===== src/rtl/tcu_reset_seq_pkg.sv =====
// Shared types and helpers for the TCU soft-reset sequencer.
// Optional cause/count reporting is enabled by defining TCU_RESET_SEQ_CAUSE_EN.
package tcu_reset_seq_pkg;

    typedef enum logic [2:0] {
        ST_IDLE    = 3'd0,
        ST_GRANT   = 3'd1,
        ST_ASSERT  = 3'd2,
        ST_RELEASE = 3'd3,
        ST_DONE    = 3'd4
    } state_e;

    localparam int unsigned            RST_CNT_W   = 8;
    localparam logic [RST_CNT_W-1:0]   RST_CNT_MAX = 8'hFF;

    // Down-counter width wide enough for the longer of the hold and gap intervals.
    function automatic int unsigned cnt_w(input int unsigned hold, input int unsigned gap);
        return $clog2((hold > gap) ? hold : gap) + 1;
    endfunction

    // Requester index / cause width; kept at least one bit for a single requester.
    function automatic int unsigned idx_w(input int unsigned n);
        return (n > 1) ? $clog2(n) : 1;
    endfunction

endpackage


===== src/rtl/tcu_rr_arbiter.sv =====
// Round-robin requester select: combinational grant, pointer advances past
// the winner when en is high.
module tcu_rr_arbiter
    import tcu_reset_seq_pkg::*;
#(
    parameter  int unsigned NUM_REQ = 3,
    localparam int unsigned IDX_W   = idx_w(NUM_REQ)
) (
    input  logic               clk,
    input  logic               rst_n,
    input  logic [NUM_REQ-1:0] req,
    input  logic               en,
    input  logic [IDX_W-1:0]   win,
    output logic [IDX_W-1:0]   gnt_idx_c,
    output logic               gnt_vld_c
);

    logic [IDX_W-1:0] ptr_q;
    logic [IDX_W-1:0] cand;

    // Scan from the farthest offset down so the closest pending request to ptr wins.
    always_comb begin
        gnt_vld_c = 1'b0;
        gnt_idx_c = '0;
        cand      = '0;
        for (int i = int'(NUM_REQ) - 1; i >= 0; i--) begin
            cand = IDX_W'((int'(ptr_q) + i) % int'(NUM_REQ));
            if (req[cand]) begin
                gnt_vld_c = 1'b1;
                gnt_idx_c = cand;
            end
        end
    end

    always_ff @(posedge clk or negedge rst_n) begin
        if (!rst_n) begin
            ptr_q <= '0;
        end else if (en) begin
            ptr_q <= (win == IDX_W'(NUM_REQ - 1)) ? '0 : win + IDX_W'(1);
        end
    end

endmodule


===== src/rtl/tcu_reset_seq.sv =====
// TCU soft-reset sequencer: grants one requester at a time, holds its domains
// in reset, then releases them in ascending order. Define TCU_RESET_SEQ_CAUSE_EN
// to add cause_o / cause_vld_o / rst_cnt_o reporting.
module tcu_reset_seq
    import tcu_reset_seq_pkg::*;
#(
    parameter  int unsigned NUM_REQ     = 3,
    parameter  int unsigned NUM_DOM     = 4,
    parameter  int unsigned HOLD_CYCLES = 16,
    parameter  int unsigned GAP_CYCLES  = 4,
    localparam int unsigned REQ_W       = idx_w(NUM_REQ)
) (
    input  logic                       clk_i,
    input  logic                       reset_n_i,
    input  logic [NUM_REQ-1:0]         req_i,
    input  logic [NUM_REQ*NUM_DOM-1:0] dom_mask_i,
    output logic [NUM_REQ-1:0]         ack_o,
    output logic [NUM_DOM-1:0]         dom_reset_n_o,
    output logic                       busy_o
`ifdef TCU_RESET_SEQ_CAUSE_EN
    ,
    output logic [REQ_W-1:0]           cause_o,
    output logic                       cause_vld_o,
    output logic [RST_CNT_W-1:0]       rst_cnt_o
`endif
);

    localparam int unsigned      CNT_W     = cnt_w(HOLD_CYCLES, GAP_CYCLES);
    localparam logic [CNT_W-1:0] HOLD_LOAD = CNT_W'(HOLD_CYCLES - 1);
    localparam logic [CNT_W-1:0] GAP_LOAD  = CNT_W'(GAP_CYCLES - 1);

    state_e               state_q, state_d;
    logic [REQ_W-1:0]     win_q, win_d;
    logic [NUM_DOM-1:0]   rem_q, rem_d;
    logic [NUM_DOM-1:0]   dom_q, dom_d;
    logic [NUM_DOM-1:0]   lo_oh;
    logic [CNT_W-1:0]     cnt_q, cnt_d;
    logic [NUM_REQ-1:0]   ack_q, ack_d;
    logic                 busy_q, busy_d;
    logic [REQ_W-1:0]     gnt_idx;
    logic                 gnt_vld;
    logic                 adv;

    assign adv = (state_q == ST_GRANT);

    tcu_rr_arbiter #(
        .NUM_REQ (NUM_REQ)
    ) u_arb (
        .clk       (clk_i),
        .rst_n     (reset_n_i),
        .req       (req_i),
        .en        (adv),
        .win       (win_q),
        .gnt_idx_c (gnt_idx),
        .gnt_vld_c (gnt_vld)
    );

    always_ff @(posedge clk_i or negedge reset_n_i) begin
        if (!reset_n_i) begin
            state_q <= ST_IDLE;
            win_q   <= '0;
            rem_q   <= '0;
            dom_q   <= '1;
            cnt_q   <= '0;
            ack_q   <= '0;
            busy_q  <= 1'b0;
        end else begin
            state_q <= state_d;
            win_q   <= win_d;
            rem_q   <= rem_d;
            dom_q   <= dom_d;
            cnt_q   <= cnt_d;
            ack_q   <= ack_d;
            busy_q  <= busy_d;
        end
    end

    // rem tracks masked domains still held low; lo_oh is its lowest set bit.
    always_comb begin
        state_d = state_q;
        win_d   = win_q;
        rem_d   = rem_q;
        dom_d   = dom_q;
        cnt_d   = cnt_q;
        ack_d   = '0;
        lo_oh   = rem_q & (~rem_q + NUM_DOM'(1));

        unique case (state_q)
            ST_IDLE: begin
                if (gnt_vld) begin
                    state_d = ST_GRANT;
                    win_d   = gnt_idx;
                    rem_d   = dom_mask_i[int'(gnt_idx)*NUM_DOM +: NUM_DOM];
                end
            end
            ST_GRANT: begin
                if (rem_q == '0) begin
                    state_d = ST_DONE;
                    ack_d   = NUM_REQ'(1) << win_q;
                end else begin
                    state_d = ST_ASSERT;
                    cnt_d   = HOLD_LOAD;
                    dom_d   = ~rem_q;
                end
            end
            ST_ASSERT: begin
                if (cnt_q == '0) begin
                    state_d = ST_RELEASE;
                    dom_d   = dom_q | lo_oh;
                    rem_d   = rem_q & ~lo_oh;
                    cnt_d   = GAP_LOAD;
                end else begin
                    cnt_d = cnt_q - CNT_W'(1);
                end
            end
            ST_RELEASE: begin
                if (rem_q == '0) begin
                    state_d = ST_DONE;
                    ack_d   = NUM_REQ'(1) << win_q;
                end else if (cnt_q == '0) begin
                    dom_d = dom_q | lo_oh;
                    rem_d = rem_q & ~lo_oh;
                    cnt_d = GAP_LOAD;
                end else begin
                    cnt_d = cnt_q - CNT_W'(1);
                end
            end
            ST_DONE: begin
                state_d = ST_IDLE;
            end
            default: begin
                state_d = ST_IDLE;
            end
        endcase

        busy_d = (state_d != ST_IDLE);
    end

    assign ack_o         = ack_q;
    assign dom_reset_n_o = dom_q;
    assign busy_o        = busy_q;

`ifdef TCU_RESET_SEQ_CAUSE_EN
    logic [REQ_W-1:0]     cause_q;
    logic                 cause_vld_q;
    logic [RST_CNT_W-1:0] rst_cnt_q;
    logic                 done_entry;

    assign done_entry = (state_d == ST_DONE) && (state_q != ST_DONE);

    // Cause and count become visible in the DONE cycle alongside ack.
    always_ff @(posedge clk_i or negedge reset_n_i) begin
        if (!reset_n_i) begin
            cause_q     <= '0;
            cause_vld_q <= 1'b0;
            rst_cnt_q   <= '0;
        end else if (done_entry) begin
            cause_q     <= win_q;
            cause_vld_q <= 1'b1;
            rst_cnt_q   <= (rst_cnt_q == RST_CNT_MAX) ? rst_cnt_q : rst_cnt_q + RST_CNT_W'(1);
        end
    end

    assign cause_o     = cause_q;
    assign cause_vld_o = cause_vld_q;
    assign rst_cnt_o   = rst_cnt_q;
`endif

endmodule


===== config.mk =====
export PLATFORM = sky130hd
export DESIGN_NAME = tcu_reset_seq
export DESIGN_NICKNAME = d
export VERILOG_FILES = /design/src/rtl/tcu_reset_seq_pkg.sv /design/src/rtl/tcu_rr_arbiter.sv /design/src/rtl/tcu_reset_seq.sv
export SDC_FILE = /design/constraint.sdc
export NUM_CORES = 1
export LEC_CHECK = 0
export ABC_AREA = 1
export CAP_MARGIN = 20
export CORE_MARGIN = 8
export CORE_UTILIZATION = 36
export CTS_CLUSTER_DIAMETER = 30
export DETAILED_ROUTE_END_ITERATION = 10
export PLACE_DENSITY = 0.56
export SLEW_MARGIN = 40
export SYNTH_ARGS = -nofsm -noshare
export SYNTH_HDL_FRONTEND = slang
export SYNTH_SLANG_ARGS = --single-unit
export TNS_END_PERCENT = 5

===== constraint.sdc =====
create_clock -name clk_i -period 2.6 [get_ports clk_i]
set_clock_uncertainty 0.2 [all_clocks]
set_input_delay 0.52 -clock clk_i [delete_from_list [all_inputs] [get_ports clk_i]]
set_output_delay 0.52 -clock clk_i [all_outputs]
set_load 0.03 [all_outputs]

### Yosys cells after proc, flatten, opt, wreduce, memory -nomap -nowiden

Cells that the tools add are included.

| word-level totals | value |
|---|---|
| flip-flop bits (word level) | 24 |
| bits of input ports | 17 |
| output and inout bits | 8 |
| word-level logic and storage cells | 75 |

| cells by class | value |
|---|---|
| add/sub/neg operators | 5 |
| divide/modulo/power cells | 3 |
| magnitude comparators | 3 |
| eq/ne operators | 7 |
| shifts and indexed selects | 2 |
| muxes and demuxes | 32 |
| bitwise logic cells | 5 |
| reductions and logical operators | 10 |

Operators with widths:

| kind | count |
|---|---|
| remainder unit 32 x 3 -> 32 bit, second input constant | 2 |
| remainder unit 3 x 3 -> 32 bit, second input constant | 1 |
| two-way mux 4 bit | 6 |
| case mux 4 bit (3 select lines) | 2 |
| two-way mux 3 bit | 6 |
| two-way mux 5 bit | 3 |
| case mux 5 bit (3 select lines) | 1 |
| case mux 3 bit (4 select lines) | 1 |
| indexed part select 12 x 5 -> 4 bit | 1 |
| less-than comparator 2 x 3 -> 1 bit, second input constant | 3 |
| nonzero test 3 bit | 3 |
| bitwise AND 4 bit | 2 |
| two-way mux 2 bit | 4 |
| NOT 4 bit | 2 |
| binary-select mux 1 bit (select 2 bit) | 3 |
| equality test 3 x 2 -> 1 bit, second input constant | 2 |
| two-way mux 1 bit | 6 |
| != test 2 bit, second input constant | 3 |
| AND reduction 3 bit | 2 |
| zero test 5 bit | 1 |
| subtractor 5 x 1 -> 5 bit, second input constant | 1 |
| adder 4 x 1 -> 4 bit, second input constant | 1 |
| zero test 4 bit | 1 |
| bitwise OR 4 bit | 1 |
| other kinds (9) | 9 |

### Depth between registers and ports, before layout

Gate-level depths: netlist (run 1).

| logic depth | value |
|---|---|
| word-level depth | 10 |
| gate-level depth with buffers | 16 |
| depth with buffers taken out | 16 |

### Cells and area by module

A second synthesis (run 1) with hierarchy kept.

| unflattened totals | value |
|---|---|
| cells, all modules | 225 |
| area, all modules | 1566.5 um2 |

By module, submodules not included:

| module | times used | cells an instance | area an instance (um2) | sequential area each (um2) |
|---|---|---|---|---|
| tcu_reset_seq | 1 | 178 | 1292.5 | 555.5 |
| tcu_rr_arbiter | 1 | 47 | 274.0 | 50.0 |

### Worst setup path before layout (run 1)

Ideal clock, no wire load.

| timing path | value |
|---|---|
| kind | register -> register |
| start point | register u_arb.ptr_q[0] |
| end point | register rem_q[0] |
| library setup time | 0.116 ns |
| arrival time | 1.591 ns |
| required time | 2.284 ns |
| setup slack | 0.692 ns |
| stages on the path, launching flop included | 16 |
| buffers on the path | 0 |
| period minus slack after synthesis | 1.908 ns |
| cells stage by stage | dfrtp_1 > inv_1 > ha_1 > inv_2 > nand2_1 > nand2_1 > nand2_1 > nand2_1 > nand2_1 > nand3_1 > nand2_1 > nand2_1 > nand3_1 > nand2_1 > nand2_1 > nand2_1 |

| on the way | value |
|---|---|
| longest elaborated chain between the ends | 10 |
| elaborated cells between the ends (all ways) | 22 |
| those cells by class | 2 x add/sub; 3 x div; 1 x eq/ne; 1 x shift; 14 x mux; 1 x reduce/logical |

Ends and longest elaborated chain:

| item | line | RTL |
|---|---|---|
| from (decl) | tcu_rr_arbiter.sv:18 | `logic [IDX_W-1:0] ptr_q;` |
| from (signal assigned) | tcu_rr_arbiter.sv:39 | `ptr_q <= (win == IDX_W'(NUM_REQ - 1)) ? '0 : win + IDX_W'(1);` |
| adder 2 x 2 -> 3 bit | tcu_rr_arbiter.sv:27 | `cand = IDX_W'((int'(ptr_q) + i) % int'(NUM_REQ));` |
| remainder unit 32 x 3 -> 32 bit | tcu_rr_arbiter.sv:27 |  |
| binary-select mux 1 bit (select 2 bit) | tcu_rr_arbiter.sv:28 | `if (req[cand]) begin` |
| two-way mux 1 bit (not written as such) | tcu_rr_arbiter.sv:28 |  |
| two-way mux 2 bit (3 in a row) | tcu_rr_arbiter.sv:28 |  |
| indexed part select 12 x 5 -> 4 bit | tcu_reset_seq.sv:93 | `rem_d = dom_mask_i[int'(gnt_idx)*NUM_DOM +: NUM_DOM];` |
| two-way mux 4 bit | tcu_reset_seq.sv:90 | `if (gnt_vld) begin` |
| case mux 4 bit (3 select lines) | tcu_reset_seq.sv:88 | `unique case (state_q)` |
| to (signal assigned) | tcu_reset_seq.sv:70 | `rem_q <= rem_d;` |
| to (decl) | tcu_reset_seq.sv:34 | `logic [NUM_DOM-1:0] rem_q, rem_d;` |

Several ways; a longest one is shown, not always the timed one. The select of a mux whose other input is x is not followed.
A chain may end at the register's enable or synchronous reset.

### Worst setup path in the final report (run 1)

| timing path | value |
|---|---|
| start point | register dom_q[0], in the netlist dom_reset_n_o[0] |
| end point | output dom_reset_n_o[0] |

RTL lines:

| item | line | RTL |
|---|---|---|
| from (decl) | tcu_reset_seq.sv:35 | `logic [NUM_DOM-1:0] dom_q, dom_d;` |
| from (signal assigned) | tcu_reset_seq.sv:71 | `dom_q <= dom_d;` |
| to (decl) | tcu_reset_seq.sv:18 | `output logic [NUM_DOM-1:0] dom_reset_n_o,` |

No word-level cell between the ends.

==> key figures, run 1 <==
Clock tree
  – H-tree Lvls: 1
  – Clock buffer count from CTS: 3
  – # clock sinks: 24
  – Resized Gates After CTS: 0
  – CTS max path bufs: 2
  – Postcts setup bufs: 0
  – CTS Root Buffer Type: clkbuf_8
  – # hold bufs at CTS: 0
  – Clock Pin Slew Worst Setup and Hold Paths: 0.09 ns
  – Clk_lat worst skew: 0.27 ns
  – CTS tree: done

Timing
  – Final setup fails: 0
  – Slew HR: 78.3%
  – Setup tns final: 0 ns
  – Fmax: 0.454 GHz
  – Minimum clock period: 2.20 ns
  – Final Hold Violating Endpoints: 0
  – Pins Over Slew Limit: 0
  – Slew @ Worst Pin: 0.324 ns
  – RSZ-0062 raised after global routing: false
  – Fin crit share: 84.6%

Setup path
  – Worst Path Required: 1.88 ns
  – Worst setup startpoint: dom_reset_n_o[0]$_DFFE_PN1P_
  – Crit path max-delay cell type: clkdlybuf4s50_1
  – CP Cell Sequence: clkdlybuf4s50_1
  – CP Max Fanout: 2
  – Crit path DAT: 1.48 ns
  – Kind of critical path: flip-flop to output port
  – Max incr delay on CP: 0.67 ns
  – Startpoint types: flip-flop
  – Crit. End Element: output port
  – Worst path top cell family by delay: buffers and inverters
  – Reg2Reg Depth: 15
  – Crit path buffers/inverters: 1
  – Reg2reg start: u_arb.ptr_q[0]$_DFFE_PN0N_
  – CP Depth: 1

Power
  – Power Dens Cells: 1270 nW/µm²
  – Leak: 0.000962 µW
  – VDD IR max: 483 µV

Synthesis
  – Mapped cell area: 1520 µm²
  – Synth warn: 0
  – Syn Inst Count: 209
  – Register area share after synthesis: 39.9%
  – Yosys cell types: 25
  – Synthesized flop and latch total: 24
  – Post-synthesis average cell area: 7.27 µm²
  – Net Count, Synth: 232

Global route
  – Initial antenna violation count: 0
  – First-pass GRT wire length: 5620 µm
  – GRT Total Usage: 10.5%
  – Largest net degree at the start of global routing: 25
  – Vias in the first global route: 1265
  – Overflow after GRT: 0

Finish
  – ANT cells: 0
  – Layout area overhead: 25.1%
  – Fill count: 422
  – Nets: 262
  – Share of cells above drive strength 1: 10.9%
  – Core Util, Final: 47.2%

Routing
  – WL/cell: 11.1 µm
  – TritonRoute pass-1 iters: 4
  – First DRT Iteration DRCs: 54
  – Via density: 4.59
  – Detail Route Antenna Nets: 0
  – Vias: 1322
  – Drt total wl: 3180 µm
  – # DRC: 0

Hold path
  – Hold_sp: win_q[1]$_DFFE_PN0P_
  – Worst hold path class: flip-flop to flip-flop
  – WHS Path Cells: 1

Die
  – Die Y: 81.0 µm
  – # rows: 23
  – Total I/O pin count: 25
  – Initial cell density of the core: 37.7%
  – Core area: 4030 µm²
  – Die ar.: 6550 µm²
  – Chip Width: 81.0 µm

Placement
  – Buffers on Ports: 24
  – GP Congestion: 0.773
  – DP HPWL: 2490 µm

Run status
  – Status: complete, no violations

Run
  – MaxCap Viol Count: 0
==> cell usage in the layout (no fill, tap or decap), types with 4 or more instances in the layout <==
cell / instances
nand2_1: 62
inv_1: 36
clkdlybuf4s50_1: 24
nor2_1: 23
dfrtp_1: 20
nand3_1: 15
o21ai_0: 7
ha_1: 6
nor2_4: 5
nor3_1: 5
a22oi_1: 4
dfstp_2: 4
==> report_power, final <==
part | switching (µW) | internal (µW)
registers | 131 | 545
logic | 891 | 518
clock network | 122 | 206
total | 1140 | 1270
==> flip-flops by register name (all words and copies together), names as in the netlist <==
| register | flops |
|---|---|
| ack_o | 3 |
| busy_o | 1 |
| cnt_q | 5 |
| dom_reset_n_o | 4 |
| rem_q | 4 |
| state_q | 3 |
| u_arb.ptr_q | 2 |
| win_q | 2 |
==> cell usage after synthesis <==
cell	n	area share, %
nand2_1	62	15
inv_1	36	8.9
nor2_1	23	5.7
dfrtp_1	20	33
nand3_1	15	4.9
o21ai_0	7	2.3
ha_1	6	4.9
nor2_4	5	3.7
nor3_1	5	1.6
a22oi_1	4	2.0
dfstp_2	4	6.9
a21oi_1	3	0.99
inv_2	3	0.74
o21ai_1	3	0.99
a31oi_1	2	0.82
nand2_2	2	0.82
a21oi_2	1	0.58
a21oi_4	1	1.1
a22oi_2	1	0.82
nand3b_1	1	0.49
nor2_2	1	0.41
nor3b_2	1	0.82
o21bai_4	1	1.2
o31ai_1	1	0.49
or2_2	1	0.41
==> per-layer routing <==
layer | GRT usage [%] | part of all wire (%)
met1 | 14.2 | 51
met2 | 16.4 | 44
met3 | 2.76 | 4.9
met4 | 2.68 | 0.60
met5 | 0 | 0
==> layout make-up <==
type / instances / area (µm²) / area share, %
flip-flops and latches: 24 / 606 / 31.9
clock inverters: 1 / 30.0 / 1.58
repair buffers: 25 / 248 / 13.0
well taps: 50 / 62.6 / 3.29
multi-input cells: 146 / 767 / 40.4
inverters: 39 / 146 / 7.70
clock buffers: 3 / 41.3 / 2.17
==> through the flow <==
step	total power, µW	hold slack, ns	worst slack (ns)	cell area, µm²	cells
finish	2410	0.265	0.400	1900	288
CTS	2450	0.272	0.391	1900	288
floorplan	1770	0.0244	0.692	1520	209
global route	2680	0.289	0.168	1900	288
detailed placement	2110	0.269	0.261	1830	284
global placement	2120	0.262	0.273	1830	284
==> cell families after synthesis <==
group / Yosys count / share of synthesized area (%)
AND/OR/NAND/NOR: 116 / 34.3
adder cells (fa/ha/maj): 6 / 4.94
AO/OA/AOI/OAI: 24 / 11.3
buffers and inverters: 39 / 9.64
flip-flops: 24 / 39.9
==> path summary, 6_finish.rpt <==
kind | endpoint | slack (ns)
min in group asynchronous | rem_q[3]$_DFFE_PN0P_ | 0.39
max reg2reg | rem_q[3]$_DFFE_PN0P_ | 0.44
max | dom_reset_n_o[0] | 0.40
min | ack_o[0]$_DFF_PN0_ | 0.26
max in group asynchronous | dom_reset_n_o[3]$_DFFE_PN1P_ | 1.52
min reg2reg | ack_o[0]$_DFF_PN0_ | 0.26
Note: power is estimated with default switching activity, not from simulation.
==> inputs of run 2 (changes only) <==
==> constraint.sdc (replaced) <==
create_clock -name clk_i -period 2.3 [get_ports clk_i]
set_clock_uncertainty 0.2 [all_clocks]
set_input_delay 0.46 -clock clk_i [delete_from_list [all_inputs] [get_ports clk_i]]
set_output_delay 0.46 -clock clk_i [all_outputs]
set_load 0.03 [all_outputs]
==> run 2 against run 1 <==
Net effect: setup slack worse by 0.23 ns; hold slack better by 0.0067 ns; combinational power is 18% higher; critical path type unchanged; largest cell class unchanged; highest routed layer unchanged.
==> key figures, run 2 (synthesized netlist as in run 1, its figures left out) <==
Timing
  – RSZ-0062 raised after global routing: false
  – Slew HR: 77.1%
  – Setup tns final: 0 ns
  – Fin crit share: 92.6%
  – Final Hold Violating Endpoints: 0
  – Final setup fails: 0
  – Minimum clock period: 2.13 ns
  – Fmax: 0.470 GHz
  – Pins Over Slew Limit: 0
  – Slew @ Worst Pin: 0.341 ns

Finish
  – Nets: 264
  – Biggest register: cnt_q
  – Max reg flops: 5
  – Commonest cells after routing, fill and taps aside: 61 x nand2_1, 36 x inv_1, 24 x clkdlybuf4s50_1, 23 x nor2_1, 20 x dfrtp_1
  – Share of cells above drive strength 1: 12.5%
  – Fill count: 408
  – Most common cell after layout, fill and taps aside: nand2_1
  – ANT cells: 0
  – Layout area overhead: 25.5%

Global route
  – Overflow after GRT: 0
  – First-pass GRT wire length: 5700 µm
  – Vias in the first global route: 1233
  – Largest net degree at the start of global routing: 25
  – Initial antenna violation count: 0
  – GRT Total Usage: 10.6%

Setup path
  – Kind of critical path: flip-flop to output port
  – CP Cell Sequence: clkdlybuf4s50_1
  – Crit. End Element: output port
  – CP Max Fanout: 2
  – Crit path DAT: 1.47 ns
  – Crit path buffers/inverters: 1
  – Worst Path Required: 1.64 ns
  – Reg2Reg Setup Slack: 0.22 ns
  – Crit path max-delay cell type: clkdlybuf4s50_1
  – Reg2reg start: u_arb.ptr_q[0]$_DFFE_PN0N_
  – Startpoint types: flip-flop
  – Max incr delay on CP: 0.67 ns
  – Worst path top cell family by delay: buffers and inverters
  – Reg2Reg Depth: 13
  – R2r endpoint: rem_q[3]$_DFFE_PN0P_

Run status
  – Status: complete, no violations

Die
  – Core area: 4030 µm²
  – Die ar.: 6550 µm²
  – # rows: 23
  – Initial cell density of the core: 37.7%
  – Die Y: 81.0 µm
  – Total I/O pin count: 25
  – Chip Width: 81.0 µm

Clock tree
  – Clk_lat worst skew: 0.26 ns
  – Clock Pin Slew Worst Setup and Hold Paths: 0.08 ns
  – H-tree Lvls: 1
  – CTS tree: done
  – Clock buffer count from CTS: 3
  – # hold bufs at CTS: 0
  – CTS Root Buffer Type: clkbuf_8
  – CTS max path bufs: 2
  – # clock sinks: 24

Hold path
  – WHS Path Cells: 1
  – Worst hold path class: flip-flop to flip-flop
  – Hold_sp: win_q[1]$_DFFE_PN0P_
  – Worst Hold Endpoint: ack_o[0]$_DFF_PN0_

Placement
  – DP HPWL: 2460 µm
  – GP Congestion: 0.794
  – Buffers on Ports: 24

Routing
  – # DRC: 0
  – Via density: 4.52
  – Vias: 1312
  – TritonRoute pass-1 iters: 4
  – WL/cell: 11.1 µm
  – Detail Route Antenna Nets: 0
  – Drt total wl: 3210 µm
  – First DRT Iteration DRCs: 89

Run
  – MaxCap Viol Count: 0

Power
  – Leak: 0.000965 µW
  – Power Dens Cells: 1410 nW/µm²
  – Power Total: 2690 µW
  – VDD IR max: 576 µV
==> run 2: layout make-up <==
type                            instances  area (µm²)  area share [%]
Sequential cell                        24         606            31.8
Clock buffer                            4        55.1            2.89
Timing Repair Buffer                   27         263            13.8
Tap cell                               50        62.6            3.28
Inverter                               39         146            7.68
Multi-Input combinational cell        146         774            40.6
==> run 2: routing by layer <==
layer / routed length, µm / track usage [%]
met4: 19 / 2.68
met3: 115 / 2.43
met5: 0 / 0
met1: 1700 / 14.7
met2: 1380 / 16.1
==> run 2: through the flow <==
stage | instances | hold WS [ns] | util (%) | setup slack (ns) | cell area (µm²)
after global placement | 285 | 0.263 | 45.6 | 0.0257 | 1840
after CTS | 289 | 0.281 | 47.0 | 0.103 | 1890
final | 290 | 0.271 | 47.3 | 0.171 | 1910
after floorplan | 209 | -0.0356 | - | 0.392 | 1520
after detailed placement | 285 | 0.256 | 45.6 | 0.0332 | 1840
after global routing | 290 | 0.301 | 47.3 | 0.00549 | 1910
==> run 2: power by group <==
group,leakage [µW],internal [µW],switching [µW],total (µW)
Sequential,0.000288,617,145,761
Combinational,0.000649,615,1040,1660
Clock,0.0000288,152,122,274
Total,0.000965,1380,1310,2690
==> run 2: timing repair <==
item / CTS / global route
gates resized for setup: 0 / 2
setup buffers: 0 / 1
setup endpoints to repair: 0 / 5
==> run 2: worst max-delay path by stage <==
stage	startpoint	end	slack (ns)	cells past startpoint
2_1_floorplan	u_arb.ptr_q[0]$_DFFE_PN0N_	rem_q[0]$_DFFE_PN0P_	0.39	15
3_3_place_gp	req_i[1]	rem_q[3]$_DFFE_PN0P_	0.03	13
3_5_place_dp	req_i[1]	rem_q[3]$_DFFE_PN0P_	0.03	11
4_1_cts	u_arb.ptr_q[0]$_DFFE_PN0N_	rem_q[3]$_DFFE_PN0P_	0.10	15
5_1_grt	u_arb.ptr_q[1]$_DFFE_PN0N_	rem_q[0]$_DFFE_PN0P_	0.005	13
6_report	dom_reset_n_o[1]$_DFFE_PN1P_	dom_reset_n_o[1]	0.17	1
